[src/rtl/dtmf_pkg.sv]
// Shared DTMF definitions: digit codes, widths, FSM state encoding and keypad decode.
package dtmf_pkg;

  localparam int unsigned DIGIT_W = 4;
  localparam int unsigned SEL_W   = 2;
  localparam int unsigned MS_W    = 8;

  localparam logic [DIGIT_W-1:0] DTMF_STAR = 4'hA;
  localparam logic [DIGIT_W-1:0] DTMF_HASH = 4'hB;

  typedef enum logic [1:0] {
    IDLE = 2'd0,
    TONE = 2'd1,
    GAP  = 2'd2
  } dtmf_state_e;

  typedef struct packed {
    logic [SEL_W-1:0] row;
    logic [SEL_W-1:0] col;
  } dtmf_sel_t;

  // Keypad layout: codes 0xC..0xF are the A..D column keys.
  function automatic dtmf_sel_t dtmf_decode(input logic [DIGIT_W-1:0] digit);
    dtmf_sel_t sel;
    case (digit)
      4'h1:      sel = '{row: 2'd0, col: 2'd0};
      4'h2:      sel = '{row: 2'd0, col: 2'd1};
      4'h3:      sel = '{row: 2'd0, col: 2'd2};
      4'h4:      sel = '{row: 2'd1, col: 2'd0};
      4'h5:      sel = '{row: 2'd1, col: 2'd1};
      4'h6:      sel = '{row: 2'd1, col: 2'd2};
      4'h7:      sel = '{row: 2'd2, col: 2'd0};
      4'h8:      sel = '{row: 2'd2, col: 2'd1};
      4'h9:      sel = '{row: 2'd2, col: 2'd2};
      DTMF_STAR: sel = '{row: 2'd3, col: 2'd0};
      DTMF_HASH: sel = '{row: 2'd3, col: 2'd2};
      4'hC:      sel = '{row: 2'd0, col: 2'd3};
      4'hD:      sel = '{row: 2'd1, col: 2'd3};
      4'hE:      sel = '{row: 2'd2, col: 2'd3};
      4'hF:      sel = '{row: 2'd3, col: 2'd3};
      default:   sel = '{row: 2'd3, col: 2'd1};
    endcase
    return sel;
  endfunction

endpackage

[src/rtl/dtmf_tone_sequencer_if.sv]
// Digit producer handshake into the DTMF tone sequencer.
interface dtmf_tone_sequencer_if;
  import dtmf_pkg::*;

  logic [DIGIT_W-1:0] digit_in;
  logic               digit_valid_in;
  logic               digit_ready_out;

  modport master (output digit_in, output digit_valid_in, input digit_ready_out);
  modport slave  (input digit_in, input digit_valid_in, output digit_ready_out);
endinterface

[src/rtl/dtmf_digit_fifo.sv]
// Digit buffer: 4-entry FIFO when DTMF_DIGIT_FIFO_EN is defined, else one holding register.
// ready is a registered copy of !full so it is low during reset and rises on the first edge after.
module dtmf_digit_fifo
  import dtmf_pkg::*;
(
  input  logic               clk,
  input  logic               rst_n,
  input  logic               push,
  input  logic [DIGIT_W-1:0] push_data,
  input  logic               pop,
  output logic [DIGIT_W-1:0] data,
  output logic               empty,
  output logic               full,
  output logic               ready
);

  logic push_ok;
  logic pop_ok;

  assign push_ok = push && !full;
  assign pop_ok  = pop && !empty;

`ifdef DTMF_DIGIT_FIFO_EN

  localparam int unsigned DEPTH = 4;
  localparam int unsigned PTR_W = 2;
  localparam int unsigned CNT_W = 3;

  logic [DIGIT_W-1:0] mem [DEPTH];
  logic [PTR_W-1:0]   wr_ptr;
  logic [PTR_W-1:0]   rd_ptr;
  logic [CNT_W-1:0]   count;
  logic [CNT_W-1:0]   count_nxt;

  // Simultaneous push and pop leaves occupancy unchanged.
  assign count_nxt = count + CNT_W'(push_ok) - CNT_W'(pop_ok);

  always_ff @(posedge clk or negedge rst_n) begin
    if (!rst_n) begin
      wr_ptr <= '0;
      rd_ptr <= '0;
      count  <= '0;
      empty  <= 1'b1;
      full   <= 1'b0;
      ready  <= 1'b0;
    end else begin
      if (push_ok) wr_ptr <= wr_ptr + PTR_W'(1);
      if (pop_ok)  rd_ptr <= rd_ptr + PTR_W'(1);
      count <= count_nxt;
      empty <= (count_nxt == CNT_W'(0));
      full  <= (count_nxt == CNT_W'(DEPTH));
      ready <= (count_nxt != CNT_W'(DEPTH));
    end
  end

  always_ff @(posedge clk) begin
    if (push_ok) mem[wr_ptr] <= push_data;
  end

  assign data = mem[rd_ptr];

`else

  logic [DIGIT_W-1:0] hold;
  logic               loaded_nxt;

  assign loaded_nxt = push_ok ? 1'b1 : (pop_ok ? 1'b0 : full);

  always_ff @(posedge clk or negedge rst_n) begin
    if (!rst_n) begin
      hold  <= '0;
      empty <= 1'b1;
      full  <= 1'b0;
      ready <= 1'b0;
    end else begin
      if (push_ok) hold <= push_data;
      empty <= !loaded_nxt;
      full  <= loaded_nxt;
      ready <= !loaded_nxt;
    end
  end

  assign data = hold;

`endif

endmodule

[src/rtl/dtmf_tone_sequencer.sv]
// Buffers keypad digits and gates the matching row/column tone clocks for TONE_MS, then GAP_MS of silence.
// Build option: define DTMF_DIGIT_FIFO_EN for a 4-deep digit FIFO instead of a single holding register.
module dtmf_tone_sequencer
  import dtmf_pkg::*;
#(
  parameter int unsigned TICKS_PER_MS = 1000,
  parameter int unsigned TONE_MS      = 100,
  parameter int unsigned GAP_MS       = 50
)(
  input  logic                  clk_1m_in,
  input  logic                  reset_b,
  input  logic [3:0]            row_clks_in,
  input  logic [3:0]            col_clks_in,
  dtmf_tone_sequencer_if.slave  digit_bus,
  output logic                  row_tone_out,
  output logic                  col_tone_out,
  output logic [1:0]            tone_mix_out,
  output logic                  tone_active_out
);

  localparam int unsigned PRE_W = (TICKS_PER_MS > 1) ? $clog2(TICKS_PER_MS) : 1;

  localparam logic [PRE_W-1:0] PRE_LAST  = PRE_W'(TICKS_PER_MS - 1);
  localparam logic [MS_W-1:0]  TONE_LAST = MS_W'(TONE_MS - 1);
  localparam logic [MS_W-1:0]  GAP_LAST  = MS_W'(GAP_MS - 1);

  dtmf_state_e        state;
  dtmf_sel_t          sel;
  logic [PRE_W-1:0]   pre_cnt;
  logic [MS_W-1:0]    ms_cnt;

  logic               fifo_push;
  logic               fifo_pop;
  logic [DIGIT_W-1:0] fifo_data;
  logic               fifo_empty;
  logic               fifo_full;
  logic               fifo_ready;

  logic               tone_on_c;
  logic               row_gate_c;
  logic               col_gate_c;
  logic [MS_W-1:0]    ms_last_c;

  assign fifo_push = digit_bus.digit_valid_in && fifo_ready && !fifo_full;
  assign fifo_pop  = (state == IDLE) && !fifo_empty;
  assign digit_bus.digit_ready_out = fifo_ready;

  dtmf_digit_fifo u_fifo (
    .clk       (clk_1m_in),
    .rst_n     (reset_b),
    .push      (fifo_push),
    .push_data (digit_bus.digit_in),
    .pop       (fifo_pop),
    .data      (fifo_data),
    .empty     (fifo_empty),
    .full      (fifo_full),
    .ready     (fifo_ready)
  );

  // Tone inputs share this clock, so they are gated directly without synchronizers.
  assign tone_on_c  = (state == TONE);
  assign row_gate_c = tone_on_c && row_clks_in[sel.row];
  assign col_gate_c = tone_on_c && col_clks_in[sel.col];
  assign ms_last_c  = tone_on_c ? TONE_LAST : GAP_LAST;

  // Sequencer: both counters clear on every state entry so each phase is exact.
  always_ff @(posedge clk_1m_in or negedge reset_b) begin
    if (!reset_b) begin
      state           <= IDLE;
      sel             <= '0;
      pre_cnt         <= '0;
      ms_cnt          <= '0;
      row_tone_out    <= 1'b0;
      col_tone_out    <= 1'b0;
      tone_mix_out    <= '0;
      tone_active_out <= 1'b0;
    end else begin
      row_tone_out    <= row_gate_c;
      col_tone_out    <= col_gate_c;
      tone_mix_out    <= 2'(row_gate_c) + 2'(col_gate_c);
      tone_active_out <= tone_on_c;

      case (state)
        IDLE: begin
          if (!fifo_empty) begin
            sel     <= dtmf_decode(fifo_data);
            pre_cnt <= '0;
            ms_cnt  <= '0;
            state   <= TONE;
          end
        end
        TONE, GAP: begin
          if (pre_cnt == PRE_LAST) begin
            pre_cnt <= '0;
            if (ms_cnt == ms_last_c) begin
              ms_cnt <= '0;
              state  <= tone_on_c ? GAP : IDLE;
            end else begin
              ms_cnt <= ms_cnt + MS_W'(1);
            end
          end else begin
            pre_cnt <= pre_cnt + PRE_W'(1);
          end
        end
        default: state <= IDLE;
      endcase
    end
  end

endmodule

[src/flat_wrapper.sv]
// flat-port wrapper written by rule: the top's interface ports become plain ports
module dtmf_tone_sequencer_flat import dtmf_pkg::*;
#(
  parameter int unsigned TICKS_PER_MS = 1000,
  parameter int unsigned TONE_MS      = 100,
  parameter int unsigned GAP_MS       = 50
)
  (clk_1m_in, reset_b, row_clks_in, col_clks_in, row_tone_out, col_tone_out, tone_mix_out, tone_active_out, digit_bus_digit_in, digit_bus_digit_valid_in, digit_bus_digit_ready_out);
  dtmf_tone_sequencer_if digit_bus_i ();
  input  logic clk_1m_in;
  input  logic reset_b;
  input  logic [3:0] row_clks_in;
  input  logic [3:0] col_clks_in;
  output logic row_tone_out;
  output logic col_tone_out;
  output logic [1:0] tone_mix_out;
  output logic tone_active_out;
  input wire logic [$bits(digit_bus_i.digit_in)-1:0] digit_bus_digit_in;
  input wire logic [$bits(digit_bus_i.digit_valid_in)-1:0] digit_bus_digit_valid_in;
  output wire logic [$bits(digit_bus_i.digit_ready_out)-1:0] digit_bus_digit_ready_out;
  assign digit_bus_i.digit_in = digit_bus_digit_in;
  assign digit_bus_i.digit_valid_in = digit_bus_digit_valid_in;
  assign digit_bus_digit_ready_out = digit_bus_i.digit_ready_out;
  dtmf_tone_sequencer #(.TICKS_PER_MS(TICKS_PER_MS), .TONE_MS(TONE_MS), .GAP_MS(GAP_MS)) u_core (.clk_1m_in(clk_1m_in), .reset_b(reset_b), .row_clks_in(row_clks_in), .col_clks_in(col_clks_in), .digit_bus(digit_bus_i), .row_tone_out(row_tone_out), .col_tone_out(col_tone_out), .tone_mix_out(tone_mix_out), .tone_active_out(tone_active_out));
endmodule
[config.mk]
export PLATFORM = sky130hd
export DESIGN_NAME = dtmf_tone_sequencer_flat
export DESIGN_NICKNAME = d
export VERILOG_FILES = /design/src/rtl/dtmf_pkg.sv /design/src/rtl/dtmf_tone_sequencer_if.sv /design/src/rtl/dtmf_digit_fifo.sv /design/src/rtl/dtmf_tone_sequencer.sv /design/src/flat_wrapper.sv
export SDC_FILE = /design/constraint.sdc
export NUM_CORES = 1
export LEC_CHECK = 0
export ABC_AREA = 1
export BUFFER_PORTS_ARGS = -buffer_cell sky130_fd_sc_hd__buf_2
export CAP_MARGIN = 15
export CORE_UTILIZATION = 40
export CTS_BUF_LIST = sky130_fd_sc_hd__clkbuf_4
export CTS_CLUSTER_DIAMETER = 150
export DETAILED_ROUTE_END_ITERATION = 6
export PLACE_DENSITY = 0.64
export SKIP_CTS_REPAIR_TIMING = 1
export SLEW_MARGIN = 20
export SYNTH_ARGS = -nofsm -noshare
export SYNTH_HDL_FRONTEND = slang
export SYNTH_SLANG_ARGS = --single-unit
[constraint.sdc]
create_clock -name clk_1m_in -period 1.4 [get_ports clk_1m_in]
set_clock_uncertainty 0.05 [all_clocks]
set_input_delay 0 -clock clk_1m_in [delete_from_list [all_inputs] [get_ports clk_1m_in]]
set_output_delay 0 -clock clk_1m_in [all_outputs]
set_load 0.005 [all_outputs]
Yosys cells after proc, flatten, opt, wreduce, memory -nomap -nowiden
Memories as Yosys holds them, arrays and structs flattened. A register that Yosys moved wholly into a read port is not among the register bits.
Cells that the tools add are included.
W data, S select, Z words.
{ "word_totals": {"regBits": 32, "latchBits": 0, "ramBits": 0, "mem_bits_ro": 64, "inputBits": 15, "out_inout_bits": 6, "elab_cells": 62, "memories": 1} }
{ "memory_table": {"columns": ["name", "depth", "width", "read_ports", "rd_ports_with_merged_regs", "wr", "line", "source"], "rows": [
  ["(no name shown)", 16, 4, 1, 1, 0, "dtmf_pkg.sv:25", "case (digit)"]
]} }
{ "op_classes": {"addsub": 3, "mul": 0, "div": 0, "order_cmp": 2, "n_eq_ne": 7, "shifts": 0, "n_mux": 19, "bitwise": 1, "n_reduce_logical": 18} }
{ "ops": {"columns": ["cell", "count"], "rows": [
  ["$mux W8", 3],
  ["$mux W10", 2],
  ["$pmux W10 S2", 1],
  ["$pmux W8 S2", 1],
  ["$add A10 B1 Y10 const B", 1],
  ["$eq A10 B10 Y1 const B", 1],
  ["$add A8 B1 Y8 const B", 1],
  ["$eq A8 B8 Y1", 1],
  ["$mux W2", 4],
  ["$logic_and A1 B1 Y1", 7],
  ["$mux W7", 1],
  ["$lt A2 B3 Y1 const B", 2],
  ["$reduce_and A3 Y1", 2],
  ["$bmux W1 S2", 2],
  ["$logic_not A1 Y1", 4],
  ["$mux W1", 4],
  ["$ne A2 B1 Y1 const B", 2],
  ["$pmux W2 S2", 1],
  ["$reduce_and A2 Y1", 2],
  ["$add A1 B1 Y2", 1],
  ["$eq A2 B1 Y1 const B", 1],
  ["$eq A2 B2 Y1 const B", 1],
  ["$logic_not A2 Y1", 1],
  ["$ne A2 B2 Y1 const B", 1],
  ["3 further kinds", 3]
]} }

Longest topological paths before layout
{ "logic_depth": {"ltp_word": 6, "mapped_depth": 9, "mapped_depth_nobuf": 9} }

By module
From an unflattened synthesis, not the netlist that was laid out.
{ "unflattened": {"cells_unflattened": 261, "hier_area_um2": 1985.7} }
{ "by_module_without_submodules": {"columns": ["mod", "instances", "cells_each", "area_per_inst_um2", "seq_area_each_um2"], "rows": [
  ["dtmf_tone_sequencer", 1, 233, 1719.1, 725.7],
  ["dtmf_digit_fifo", 1, 28, 266.5, 176.4]
]} }

Worst setup path after synthesis
No wires, ideal clock.
{ "synth_timing": {"path_type": "register -> register", "from": "reg u_core.state[0]", "to": "reg u_core.pre_cnt[4]", "setup_time_ns": 0.069, "arrival_time_ns": 1.479, "required_time_ns": 1.281, "path_slack_ns": -0.198, "path_stages_with_launch": 9, "n_path_buf": 1, "synth_period_minus_slack_ns": 1.598, "path_cell_list": "dfrtp_1 inv_1 ha_1 o21ai_4 inv_4 nand2_4 buf_6 nand2_1 nor2_2"} }
{ "synth_via": {"elab_chain_cells": 4, "elab_cells_between_ends": 8, "cone_classes": "3 x eq/ne; 1 x mux; 4 x reduce/logical"} }
{ "synth_rtl": {"columns": ["item", "line", "source"], "rows": [
  ["start: declaration", "dtmf_tone_sequencer.sv:27", "dtmf_state_e state;"],
  ["start signal: assignment", "dtmf_tone_sequencer.sv:97", "state <= tone_on_c ? GAP : IDLE;"],
  ["$eq A2 B2 Y1 / $eq A2 B1 Y1 (equally long branches)", "dtmf_tone_sequencer.sv:83", "case (state)"],
  ["$reduce_or A2 Y1", "dtmf_tone_sequencer.sv:83", null],
  ["$reduce_bool A2 Y1 (no line)", null, null],
  ["$reduce_and A2 Y1 (no line)", null, null],
  ["end signal: assignment", "dtmf_tone_sequencer.sv:102", "pre_cnt <= pre_cnt + PRE_W'(1);"],
  ["end: declaration", "dtmf_tone_sequencer.sv:29", "logic [PRE_W-1:0] pre_cnt;"]
]} }
Several ways; a longest one is shown, not always the timed one.
A chain may end at the register's enable or synchronous reset.

Final worst setup path
{ "layout_timing": {"from": "reg u_core.state[1]", "to": "reg u_core.pre_cnt[2]"} }
The elaborated chain is that of the path after synthesis.

==> out/results.tsv <==
stage	metric	value	unit
final_layout	nets@finish	319	
die	Die H	71.1	microns
worst_setup_path	Worst R2R End	u_core.pre_cnt[2]$_DFFE_PN0P_	
outcome	status	finished, violations left	
sta	period utilisation layout	107	%
final_layout	# fillers	410	
global_routing	initial antenna violation count	0	
logic_synthesis	synthesized cell area	1910	sq um
placement	placer congestion estimate	0.822	
sta	max frequency	0.670	GHz
routing	routed length per instance	11.0	microns
placement	dpl ws	-0.123	ns
placement	cell area after placement	2240	sq um
power_and_ir_drop	Sw Pwr	0.584	mW
outcome	violated checks	setup timing	
hold_path	hold depth	3	
worst_setup_path	crit path kind	reg2reg	
final_layout	proportion of layout cells with a drive suffix above 1	28.8	%
power_and_ir_drop	PwrDens	863	nW/um^2
sta	crit path time final	1.49	ns
routing	initial drt markers	107	
die	row count	24	
global_routing	total global routing overflow	0	
worst_setup_path	CP startpoint kind	register	
routing	TritonRoute pass-1 iters	6	
power_and_ir_drop	Comb power frac	13.9	%
worst_setup_path	Worst path max stage delay	0.40	ns
final_layout	multi-input logic area	982	sq um
worst_setup_path	reg-to-reg startpoint	u_core.state[1]$_DFFE_PN0P_	
global_routing	largest net degree at the start of global routing	20	
die	# IOs	21	
logic_synthesis	Ys Warns	0	
hold_path	worst hold path type	in2reg	
logic_synthesis	Gate Count Post-Synth	242	
worst_setup_path	critical path's slowest cell	dfrtp_1	
logic_synthesis	register bit total from synthesis	36	
die	Die ar.	5050	sq um
hold_path	worst hold endpoint	u_core.col_tone_out$_DFF_PN0_	
power_and_ir_drop	VDD IR-drop max	0.407	mV
hold_path	Hold Startpoint	col_clks_in[3]	
sta	max_slew headroom	69.8	%
clocking	Worst-path clk slew	0.11	ns
final_layout	design area	2540	sq um
routing	number of vias per cell	4.83	
power_and_ir_drop	sequential power share	53.8	%
routing	Routed WL	3.87	mm
worst_setup_path	worst r2r path cells	8	
run	max cap viols	0	
final_layout	post-layout util	56.7	%
power_and_ir_drop	switching portion of total power	26.7	%
worst_setup_path	worst-path cell chain	inv_2 > ha_4 > o21ai_4 > inv_4 > nand2_2 > buf_4 > nand2_1 > nor2_1	
final_layout	register area	902	sq um
clocking	CTS tree	yes	
clocking	clk_lat worst skew	0.34	ns
worst_setup_path	WP data arrival	1.72	ns
routing	vias	1695	
sta	Hold Violations, Final	0	
die	die width	71.1	microns
routing	DRC violations left	0	
sta	RSZ-0062 raised after global routing	true	
worst_setup_path	CP Data Required Time	1.63	ns
global_routing	aggregate global-route resource usage	16.1	%
worst_setup_path	FF-to-FF setup slack	-0.09	ns
sta	Worst-Margin Slew	0.453	ns
routing	ANT nets after route	0	
power_and_ir_drop	Leak Pwr	1.22	nW
placement	port bufs	20	
global_routing	vias in the first global route	1529	
clocking	H-tree levels	2	
final_layout	layout overhead on the synthesized area	32.8	%
final_layout	ant diodes	0	
clocking	CTS root buf	clkbuf_4	
logic_synthesis	Netlist cell types	27	
logic_synthesis	syn_nets	263	
clocking	clock sinks	36	
logic_synthesis	Seq/Total Area, Yosys	47.2	%
power_and_ir_drop	Clock Power Share	32.3	%
sta	post-route setup slack	-0.0926	ns
sta	Slew Limit Fails	0	
power_and_ir_drop	Int Pwr	1.61	mW
placement	placed wire-length estimate	2.83	mm
global_routing	wire length of the first global-routing pass	6.42	mm
worst_setup_path	Worst Setup End Kind	register	
sta	setup violators final	19	
worst_setup_path	CP max FO	5	
die	Core ar.	4470	sq um
logic_synthesis	Avg Inst Size Synth	7.89	sq um
die	starting density of the core	42.7	%
clocking	clock buffer depth	2	
clocking	CTS Buf Count	5	
-- per-stage QoR --
step	hold WS [ns]	total power [mW]	cells	setup TNS (ns)
after floorplan	-0.346	1.37	242	-0.240
after global placement	-0.0732	1.47	332	-0.860
after detailed placement	-0.0702	1.48	332	-1.23
after CTS	-0.448	2.20	340	-1.72
after global routing	0.00988	2.31	351	-2.74
final	0.0148	2.19	351	-0.650
-- worst max-delay path by stage --
stage,from,endpoint,cells after the start
final,u_core.state[1]$_DFFE_PN0P_,u_core.pre_cnt[2]$_DFFE_PN0P_,8
after global placement,u_core.state[1]$_DFFE_PN0P_,u_core.state[0]$_DFFE_PN0P_,9
after detailed placement,u_core.state[1]$_DFFE_PN0P_,u_core.state[1]$_DFFE_PN0P_,9
after CTS,u_core.state[1]$_DFFE_PN0P_,u_core.state[0]$_DFFE_PN0P_,9
after floorplan,u_core.state[1]$_DFFE_PN0P_,u_core.pre_cnt[4]$_DFFE_PN0P_,8
after global routing,u_core.state[1]$_DFFE_PN0P_,u_core.pre_cnt[9]$_DFFE_PN0P_,8
-- power groups by stage --
| stage | logic (mW) | registers (mW) | clock network [mW] |
|---|---|---|---|
| after CTS | 0.286 | 1.18 | 0.736 |
| after detailed placement | 0.285 | 1.20 | 0 |
| final | 0.304 | 1.18 | 0.707 |
| after global placement | 0.281 | 1.19 | 0 |
| after global routing | 0.351 | 1.19 | 0.772 |
| after floorplan | 0.186 | 1.19 | 0 |
-- cell usage in the layout, fill, tap and decap left out, drive strengths merged --
cell type,instances
xor2,3
ha,6
clkbuf,5
dlygate4sd3,6
nor2,34
clkinv,2
o21ai,22
a22oi,1
nor3,6
bufinv,1
nand3b,4
buf,45
dfstp,1
nand3,24
o22ai,2
dfrtp,35
o211ai,2
a21oi,9
inv,38
nand2,52
mux2i,1
-- layout make-up --
cell class / count / area share (%)
Multi-Input combinational cell: 166 / 38.7
Sequential cell: 36 / 35.6
Timing Repair Buffer: 51 / 14.4
Inverter: 38 / 5.82
Tap cell: 52 / 2.57
Clock buffer: 5 / 1.48
Clock inverter: 3 / 1.48
-- critical path: cells and delay by family (launching register included) --
| kind | cells | cell delay (ns) |
|---|---|---|
| compound gates | 1 | 0.23 |
| flops | 1 | 0.40 |
| buf+inv | 3 | 0.30 |
| simple gates | 3 | 0.24 |
| fa+ha+maj | 1 | 0.21 |
-- cell families after synthesis --
kind of cell | Yosys count | synth area share (%)
adder cells (fa/ha/maj) | 6 | 3.93
AO/OA/AOI/OAI | 36 | 10.9
AND/OR/NAND/NOR | 120 | 27.5
buffers and inverters | 40 | 8.45
flip-flops | 36 | 47.2
XOR/XNOR | 3 | 1.38
multiplexers | 1 | 0.524
-- registers in the layout (all words and copies together), names as in the netlist --
register,cells
u_core.col_tone_out,1
u_core.ms_cnt,8
u_core.pre_cnt,10
u_core.row_tone_out,1
u_core.sel,4
u_core.state,2
u_core.tone_active_out,1
u_core.tone_mix_out,2
u_core.u_fifo.data,4
u_core.u_fifo.empty,1
u_core.u_fifo.full,1
u_core.u_fifo.ready,1
-- synthesized netlist by cell type --
master     n  share of area (%)
nand2_1   51                 10
inv_1     37                7.3
dfrtp_1   35                 46
nor2_1    32                6.3
nand3_1   23                6.0
o21ai_0   15                3.9
a21oi_1    8                2.1
ha_1       6                3.9
nor3_1     6                1.6
o21ai_1    5                1.3
nand3b_1   4                1.6
xor2_1     3                1.4
o211ai_1   2               0.79
o22ai_1    2               0.66
a21oi_2    1               0.46
a22oi_1    1               0.39
buf_2      1               0.26
buf_6      1               0.59
dfstp_2    1                1.4
inv_4      1               0.33
mux2i_1    1               0.52
nand2_4    1               0.59
nand3_2    1               0.52
nor2_2     1               0.33
nor2_4     1               0.59
o21ai_2    1               0.46
o21ai_4    1               0.85
-- per-layer routing --
| layer | wire [microns] | global-route usage [%] | part of all wire (%) | vias to the layer above |
|---|---|---|---|---|
| li1 | - | - | - | 886 |
| met1 | 1940 | 21.9 | 50 | 771 |
| met2 | 1780 | 25.2 | 46 | 28 |
| met3 | 85 | 3.13 | 2.2 | 10 |
| met4 | 66 | 7.11 | 1.7 | 0 |
| met5 | 0 | 0 | 0 | - |
Power figures use the tool's default switching activity.
